`src/rtl/icache_dm_pkg.sv`:
```
// Shared types and default geometry for the direct-mapped instruction cache.
package icache_dm_pkg;

  localparam int ICACHE_LINES    = 16;
  localparam int ICACHE_BEATS    = 4;
  localparam int ICACHE_OFFSET_W = 5;

  typedef struct packed {
    logic        valid;
    logic [63:0] addr;
  } ibus_req_t;

  typedef struct packed {
    logic        addr_ok;
    logic        data_ok;
    logic [31:0] data;
  } ibus_resp_t;

  typedef enum logic [2:0] {
    IDLE,
    HIT_RESP,
    MISS_REQ,
    REFILL,
    UNC_REQ,
    RESP
  } icache_state_t;

endpackage

```
`src/rtl/icache_data_ram.sv`:
```
// Line data storage: one write port, combinational read, addressed by (index, beat).
module icache_data_ram #(
  parameter int LINES = 16,
  parameter int BEATS = 4,
  localparam int IDX_W  = $clog2(LINES),
  localparam int BEAT_W = $clog2(BEATS)
) (
  input  logic              clk,
  input  logic              we,
  input  logic [IDX_W-1:0]  w_index,
  input  logic [BEAT_W-1:0] w_beat,
  input  logic [63:0]       w_data,
  input  logic [IDX_W-1:0]  r_index,
  input  logic [BEAT_W-1:0] r_beat,
  output logic [63:0]       r_data
);

  logic [63:0] mem [LINES*BEATS];

  always_ff @(posedge clk) begin
    if (we) begin
      mem[{w_index, w_beat}] <= w_data;
    end
  end

  assign r_data = mem[{r_index, r_beat}];

endmodule

```
`src/rtl/icache_dm.sv`:
```
// Direct-mapped read-only instruction cache with uncached bypass, fence.i flush
// and saturating hit/miss counters.
module icache_dm
  import icache_dm_pkg::*;
#(
  parameter int LINES = ICACHE_LINES,
  parameter int BEATS = ICACHE_BEATS,
  parameter int CNT_W = 32
) (
  input  logic             clk,
  input  logic             reset,
  input  ibus_req_t        ireq,
  output ibus_resp_t       iresp,
  input  logic             flush,
  output logic             mreq_valid,
  output logic [63:0]      mreq_addr,
  output logic [7:0]       mreq_len,
  input  logic             mresp_ready,
  input  logic             mresp_last,
  input  logic [63:0]      mresp_data,
  output logic [CNT_W-1:0] hit_cnt,
  output logic [CNT_W-1:0] miss_cnt
);

  localparam int BEAT_W = $clog2(BEATS);
  localparam int OFF_W  = BEAT_W + 3;
  localparam int IDX_W  = $clog2(LINES);
  localparam int TAG_W  = 64 - OFF_W - IDX_W;

  icache_state_t     state;
  logic [63:0]       addr_q;
  logic [BEAT_W-1:0] beat_cnt;
  logic              data_ok_q;
  logic [31:0]       data_q;
  logic              flush_pend;
  logic [LINES-1:0]  valid_q;
  logic [TAG_W-1:0]  tag_mem [LINES];

  logic [IDX_W-1:0]  req_idx;
  logic [BEAT_W-1:0] req_beat;
  logic [TAG_W-1:0]  req_tag;
  logic              req_cached;
  logic [IDX_W-1:0]  q_idx;
  logic [BEAT_W-1:0] q_beat;
  logic [TAG_W-1:0]  q_tag;
  logic [63:0]       ram_rdata;
  logic [31:0]       rd_word;
  logic [31:0]       beat_word;
  logic              in_refill;
  logic              ram_we;
  logic              install;
  logic              is_hit;
  logic              clear_all;
  logic              unused_addr_bits;

  assign req_idx    = ireq.addr[OFF_W+IDX_W-1:OFF_W];
  assign req_beat   = ireq.addr[OFF_W-1:3];
  assign req_tag    = ireq.addr[63:OFF_W+IDX_W];
  assign req_cached = ireq.addr[31];
  assign q_idx      = addr_q[OFF_W+IDX_W-1:OFF_W];
  assign q_beat     = addr_q[OFF_W-1:3];
  assign q_tag      = addr_q[63:OFF_W+IDX_W];

  assign unused_addr_bits = ^{ireq.addr[1:0], addr_q[1:0]};

  assign rd_word   = ireq.addr[2] ? ram_rdata[63:32] : ram_rdata[31:0];
  assign beat_word = addr_q[2] ? mresp_data[63:32] : mresp_data[31:0];

  assign in_refill = (state == MISS_REQ) || (state == REFILL);
  assign ram_we    = in_refill && mresp_ready;
  assign install   = ram_we && mresp_last;

  // A flush in the same IDLE cycle as a request forces that request to miss.
  assign is_hit = req_cached && valid_q[req_idx] && (tag_mem[req_idx] == req_tag) && !flush;

  // Deferred flushes land on the transition back to IDLE, after any install.
  assign clear_all = ((state == IDLE) && flush) ||
                     (((state == HIT_RESP) || (state == RESP)) && (flush_pend || flush));

  always_comb begin
    iresp.addr_ok = (state == IDLE) && ireq.valid && !reset;
    iresp.data_ok = data_ok_q;
    iresp.data    = data_q;
  end

  icache_data_ram #(
    .LINES(LINES),
    .BEATS(BEATS)
  ) u_data_ram (
    .clk    (clk),
    .we     (ram_we),
    .w_index(q_idx),
    .w_beat (beat_cnt),
    .w_data (mresp_data),
    .r_index(req_idx),
    .r_beat (req_beat),
    .r_data (ram_rdata)
  );

  always_ff @(posedge clk) begin
    if (reset) begin
      valid_q <= '0;
    end else if (clear_all) begin
      valid_q <= '0;
    end else if (install) begin
      valid_q[q_idx] <= 1'b1;
    end
  end

  always_ff @(posedge clk) begin
    if (install) begin
      tag_mem[q_idx] <= q_tag;
    end
  end

  always_ff @(posedge clk) begin
    if (reset) begin
      state      <= IDLE;
      addr_q     <= '0;
      beat_cnt   <= '0;
      data_ok_q  <= 1'b0;
      data_q     <= '0;
      flush_pend <= 1'b0;
      mreq_valid <= 1'b0;
      mreq_addr  <= '0;
      mreq_len   <= '0;
      hit_cnt    <= '0;
      miss_cnt   <= '0;
    end else begin
      data_ok_q <= 1'b0;
      if ((state != IDLE) && flush) begin
        flush_pend <= 1'b1;
      end
      case (state)
        IDLE: begin
          if (ireq.valid) begin
            addr_q <= ireq.addr;
            if (!req_cached) begin
              state      <= UNC_REQ;
              mreq_valid <= 1'b1;
              mreq_addr  <= {ireq.addr[63:3], 3'b000};
              mreq_len   <= 8'd0;
            end else if (is_hit) begin
              state     <= HIT_RESP;
              data_q    <= rd_word;
              data_ok_q <= 1'b1;
              if (hit_cnt != '1) hit_cnt <= hit_cnt + CNT_W'(1);
            end else begin
              state      <= MISS_REQ;
              beat_cnt   <= '0;
              mreq_valid <= 1'b1;
              mreq_addr  <= {ireq.addr[63:OFF_W], {OFF_W{1'b0}}};
              mreq_len   <= 8'(BEATS - 1);
              if (miss_cnt != '1) miss_cnt <= miss_cnt + CNT_W'(1);
            end
          end
        end
        MISS_REQ, REFILL: begin
          if (mresp_ready) begin
            beat_cnt <= beat_cnt + 1'b1;
            if (beat_cnt == q_beat) data_q <= beat_word;
            if (mresp_last) begin
              mreq_valid <= 1'b0;
              data_ok_q  <= 1'b1;
              state      <= RESP;
            end else begin
              state <= REFILL;
            end
          end
        end
        UNC_REQ: begin
          if (mresp_ready) begin
            data_q <= beat_word;
            if (mresp_last) begin
              mreq_valid <= 1'b0;
              data_ok_q  <= 1'b1;
              state      <= RESP;
            end
          end
        end
        HIT_RESP, RESP: begin
          state      <= IDLE;
          flush_pend <= 1'b0;
        end
        default: state <= IDLE;
      endcase
    end
  end

endmodule
```
`config.mk`:
```
export PLATFORM = sky130hd
export DESIGN_NAME = icache_dm
export DESIGN_NICKNAME = d
export VERILOG_FILES = /design/src/rtl/icache_dm_pkg.sv /design/src/rtl/icache_data_ram.sv /design/src/rtl/icache_dm.sv
export SDC_FILE = /design/constraint.sdc
export NUM_CORES = 2
export LEC_CHECK = 0
export CAP_MARGIN = 5
export CORE_MARGIN = 2
export CORE_UTILIZATION = 55
export DETAILED_ROUTE_END_ITERATION = 8
export PLACE_DENSITY = 0.78
export SLEW_MARGIN = 25
export SYNTH_ARGS = -nofsm -noshare
export SYNTH_HDL_FRONTEND = slang
export SYNTH_HIERARCHICAL = 1
export SYNTH_MEMORY_MAX_BITS = 65536
export SYNTH_SLANG_ARGS = --single-unit
export TNS_END_PERCENT = 30
```
`constraint.sdc`:
```
create_clock -name clk -period 11.15 [get_ports clk]
set_input_delay 2.23 -clock clk [delete_from_list [all_inputs] [get_ports clk]]
set_output_delay 2.23 -clock clk [all_outputs]
set_load 0.05 [all_outputs]
```
### Word level (Yosys, flattened, before mapping)

Memory sizes are Yosys's and may differ from the RTL's.
Cells that the tools add are included.
Widths: inputs -> output; s select.

| word-level totals | value |
|---|---|
| flip-flop bits (word level) | 256 |
| latch bits | 0 |
| memory bits (writable) | 4976 |
| bits in read-only memories | 0 |
| input port bits | 134 |
| output and inout port bits | 171 |
| word-level logic and storage cells | 123 |
| memories | 2 |

| cells by class | value |
|---|---|
| add/sub/neg operators | 3 |
| $mul | 0 |
| div/mod/pow operators | 0 |
| order comparisons | 3 |
| equal/unequal tests | 21 |
| shifts and indexed selects | 0 |
| multiplexer cells | 46 |
| bitwise logic cells | 2 |
| reduce and logical (&&, ||, !) cells | 34 |

Memory list:

| memory | words | bits a word | rd ports | clocked after Yosys merged registers in | write ports | line | RTL |
|---|---|---|---|---|---|---|---|
| u_data_ram.mem | 64 | 64 | 1 | 0 | 1 | icache_data_ram.sv:18 | `logic [63:0] mem [LINES*BEATS];` |
| tag_mem | 16 | 55 | 1 | 0 | 1 | icache_dm.sv:37 | `logic [TAG_W-1:0] tag_mem [LINES];` |

Operator list:

| operator | count |
|---|---|
| $mux 32 | 8 |
| $mux 64 | 2 |
| $pmux 32 s3 | 1 |
| $add 32x1->32 const B | 2 |
| $ne 32x32->1 const B | 2 |
| $eq 55x55->1 | 1 |
| $reduce_and 5->1 | 4 |
| $mux 3 | 6 |
| $ne 2x2->1 const B | 9 |
| $mux 1 | 16 |
| $mux 8 | 2 |
| $or 16x16->16 | 1 |
| $logic_and 1x1->1 | 11 |
| $lt 4x5->1 const B | 2 |
| $mux 2 | 5 |
| $pmux 3 s3 | 1 |
| $reduce_and 7->1 | 1 |
| $eq 3x2->1 const B | 2 |
| $eq 3x3->1 const B | 2 |
| $reduce_bool 3->1 | 2 |
| $reduce_or 3->1 | 2 |
| $bmux 1 s4 | 1 |
| $demux 1 s4 | 1 |
| $ge 4x1->1 const B | 1 |
| other kinds (16) | 24 |

### Longest topological paths before layout

| depth | value |
|---|---|
| depth in word-level cells | 9 |
| gate-level depth with buffers | 20 |
| gate-level depth less buffers | 10 |

### By module

The synthesis kept the hierarchy.

By module, submodules not included:

| module | times used | cells an instance | area an instance (µm²) | sequential area each (µm²) |
|---|---|---|---|---|
| icache_data_ram | 1 | 6716 | 155535.4 | 122998.0 |
| icache_dm | 1 | 3055 | 46326.9 | 31290.0 |

### Worst setup path after synthesis

Ideal clock, no wire load.

| timing path | value |
|---|---|
| kind | input -> register |
| start point | input mresp_ready |
| end point | memory u_data_ram.mem[32][0], enable pin |
| setup time | 565 ps |
| data arrival time | 7612 ps |
| required time | 10585 ps |
| slack | 2974 ps |
| cell stages on the path | 5 |
| buffers on the path | 0 |
| path through | nand2_1 > inv_1 > nor2b_1 > or3b_2 > nor3_1 |

| between the ends | value |
|---|---|
| longest elaborated chain between the ends | 3 |

RTL lines:

| element | line | RTL |
|---|---|---|
| start, declared | icache_dm.sv:18 | `input logic mresp_ready,` |
| $logic_and 1x1->1 | icache_dm.sv:70 | `assign ram_we = in_refill && mresp_ready;` |
| net ram_we | icache_dm.sv:50 | `logic ram_we;` |
| $mux 1 | icache_data_ram.sv:21 | `if (we) begin` |
| $mux 1 (not written as such) | icache_data_ram.sv:22 | `mem[{w_index, w_beat}] <= w_data;` |
| end, declared | icache_data_ram.sv:18 |  |

The timed path passes the listed nets, and every way through them passes these cells.

==> flow_metrics.tcl <==
set metrics [dict create \
    postSynthAreaPerCell_sq_um 20.7 \
    dieWidth_um 610 \
    synth_cell_type_count 85 \
    rows 222 \
    postLayoutCellArea_sq_mm 0.226 \
    root_buffer "clkbuf_16" \
    period_minus_slack_ps 6790 \
    whs_ps 465 \
    synth_seq_cells 5219 \
    synth_compound_area_share_pct 2.87 \
    netlist_area_sq_mm 0.202 \
    worstHoldPathType "reg2reg" \
    grt_max_degree 137 \
    cp_max_fo 32 \
    synthArstFlopShare_pct 0 \
    ys_seq_area_share_pct 76.4 \
    drt_first_pass_iters 7 \
    routed_wl_um 557000 \
    p_total_w 0.0404 \
    finalNetCount 10398 \
    antenna_left 0 \
    drive_above_1_share_pct 22.7 \
    cts_buffer_depth 4 \
    synthCells 9771 \
    synth_top_cell_area_share_pct 74.0 \
    synth_fa_ha_area_share_pct 0.0124 \
    yosys_most_used_dff "edfxtp_1" \
    clock_latency_ps 1010 \
    die_h_um 610 \
    synthMuxAreaShare_pct 15.4 \
    synth_top_area_cell "edfxtp_1" \
    synth_top_family_by_area "multiplexers" \
    viasPerCell 6.94 \
    slew_headroom_pct 18.4 \
    path_clk_slew_ps 60 \
    p_leak_nw 71.3 \
    pwr_density_cell_mw_per_mm2 178 \
    crit_end "iresp[33]" \
    post-dp-hpwl_um 291000 \
    portBuffers 293 \
    areaGrowthSynthToFinish_pct 12.1 \
    skew_ps 69.2 \
    postCtsSetupBuffers 0 \
    synth-xor-area-share_pct 0.213 \
    r2r-end "u_data_ram/mem[45][63]$_DFFE_PP_" \
    grt_first_pass_wirelength_um 782000 \
    gp_congestion 0.832 \
    cts.sinks 5219 \
    reg2reg_from "state[1]$_SDFFE_PP0P_" \
    antenna_found_initial 39 \
    cts_tree "built" \
    outcome "finished clean" \
    coreArea_sq_mm 0.366 \
    vias 107731 \
    ctsHoldBuffers 0 \
    cts_resized 0 \
    critPathCaptureType "primary output" \
    finalCoreUtilization_pct 61.9 \
    drt_iter0_markers 17188 \
    grt_setup_unrepaired "no" \
    tightest_slew_ps 1220 \
    fmax_ghz 0.147 \
    worst_setup_path_start_kind "input pin" \
    cts_htree_levels 5 \
    drv_cap 0 \
    remaining_drc_errors 0 \
    fin_crit_sh_pct 60.9 \
    synth.most_common_cell "edfxtp_1" \
    drv_slew 0 \
    worstRegToRegCells 8 \
    critical_path_class "in2out" \
    synth-edff-count 4976 \
    cts-buffers-inserted 479 \
    r2r_setup_slack_ps 5810 \
    dpl_cell_area_sq_mm 0.211 \
    io_pins 305 \
    overflow 0 \
    arrival_ps 4560 \
    crit_start "ireq[64]" \
    hold_viol 0 \
    vdd_drop_max_mv 0.174 \
    synthTopCellsByArea "edfxtp_1, mux4_2, dfxtp_1" \
    setup_viol 0 \
    wl_per_cell_um 35.8 \
    start_util_pct 55.2 \
    yosys-top-cells-count "edfxtp_1, mux4_2, nand2_1" \
    critPathRequiredTime_ps 8920 \
    die-area_sq_mm 0.372 \
    grt.total_usage_pct 29.5 \
    fillers 23550 \
    ys_warn_count 6 \
    grt_pass1_vias 107474 \
    yosys.area_share.simple_pct 3.37 \
    setup_tns_ps 0 \
]
==> state kept, by name (all words and copies together) (netlist names) <==
name / flops
flush_pend: 1
data_ok_q: 1
beat_cnt: 2
u_data_ram/mem: 4096
valid_q: 16
data_q: 32
mreq_valid: 1
mreq_addr: 61
tag_mem: 880
addr_q: 62
miss_cnt: 32
hit_cnt: 32
state: 3
==> metrics by stage <==
step,cells,setup WS (ps)
global route,15514,4250
floorplan,9779,2970
global placement,14587,3350
finish,15526,4360
detailed placement,14590,3300
CTS,15478,4300
==> worst min-delay path by stage <==
stage                                        start                  endpoint  slack, ps  depth (start not counted)
after detailed placement  valid_q[11]$_SDFFE_PP0P_  valid_q[11]$_SDFFE_PP0P_        450                          1
after floorplan            flush_pend$_SDFFE_PP0P_   flush_pend$_SDFFE_PP0P_        430                          2
after global placement    valid_q[14]$_SDFFE_PP0P_  valid_q[14]$_SDFFE_PP0P_        440                          1
final                      valid_q[1]$_SDFFE_PP0P_   valid_q[1]$_SDFFE_PP0P_        470                          1
after global routing       valid_q[1]$_SDFFE_PP0P_   valid_q[1]$_SDFFE_PP0P_        480                          1
after CTS                 valid_q[11]$_SDFFE_PP0P_  valid_q[11]$_SDFFE_PP0P_        470                          1
==> power by group <==
part / total, W / internal [W] / switching (W) / leakage (nW)
registers: 0.0217 / 0.0216 / 0.000133 / 46.8
clock network: 0.0162 / 0.00902 / 0.00718 / 7.53
logic: 0.00243 / 0.000805 / 0.00162 / 16.9
==> cell type report <==
cell class / instances / area, sq um / area share [%]
Tap cell: 4816 / 6030 / 2.66
Multi-Input combinational cell: 3916 / 44800 / 19.8
Sequential cell: 5219 / 154000 / 68.2
Clock inverter: 288 / 2690 / 1.19
Antenna cell: 41 / 103 / 0.0453
Timing Repair Buffer: 597 / 5390 / 2.38
Clock buffer: 600 / 12700 / 5.63
Inverter: 49 / 184 / 0.0813
==> layer usage <==
layer	track usage [%]	vias up	wire, um
li1	-	41592	-
met1	38.3	55503	183000
met2	46.4	8931	263000
met5	0	-	77
met4	16.4	12	35400
met3	6.94	1693	75200
==> critical path: stages <==
cell             delay [ps]
clkdlybuf4s50_1         500
nor2b_1                 340
nand2_4                 420
nor2_1                  210
clkdlybuf4s50_1         840
==> logic make-up (layout without fill, tap and decap cells) <==
kind of cell / Yosys count / after routing
other: 1 / 50
muxes: 1612 / 1612
AOI/OAI and AO/OA: 845 / 845
and+or+nand+nor: 1399 / 1399
buffers and inverters: 644 / 1534
adders and majority gates: 2 / 2
DFF: 5219 / 5219
xor gates and xnor gates: 49 / 49
==> placed cells by master (no fill, tap or decap), types with 108 or more instances in the layout <==
master / Yosys / routed
nor2_1: 265 / 190
nand2_1: 424 / 420
buf_4: 86 / 284
edfxtp_1: 4976 / 4976
nand3_1: 239 / 239
clkbuf_16: 0 / 487
nand4_1: 108 / 108
mux4_2: 1190 / 1190
dfxtp_1: 243 / 242
clkdlybuf4s50_1: 0 / 221
mux2i_1: 392 / 392
a21oi_1: 169 / 167
a22oi_1: 174 / 174
No activity file was read; power rests on OpenSTA's default activity.
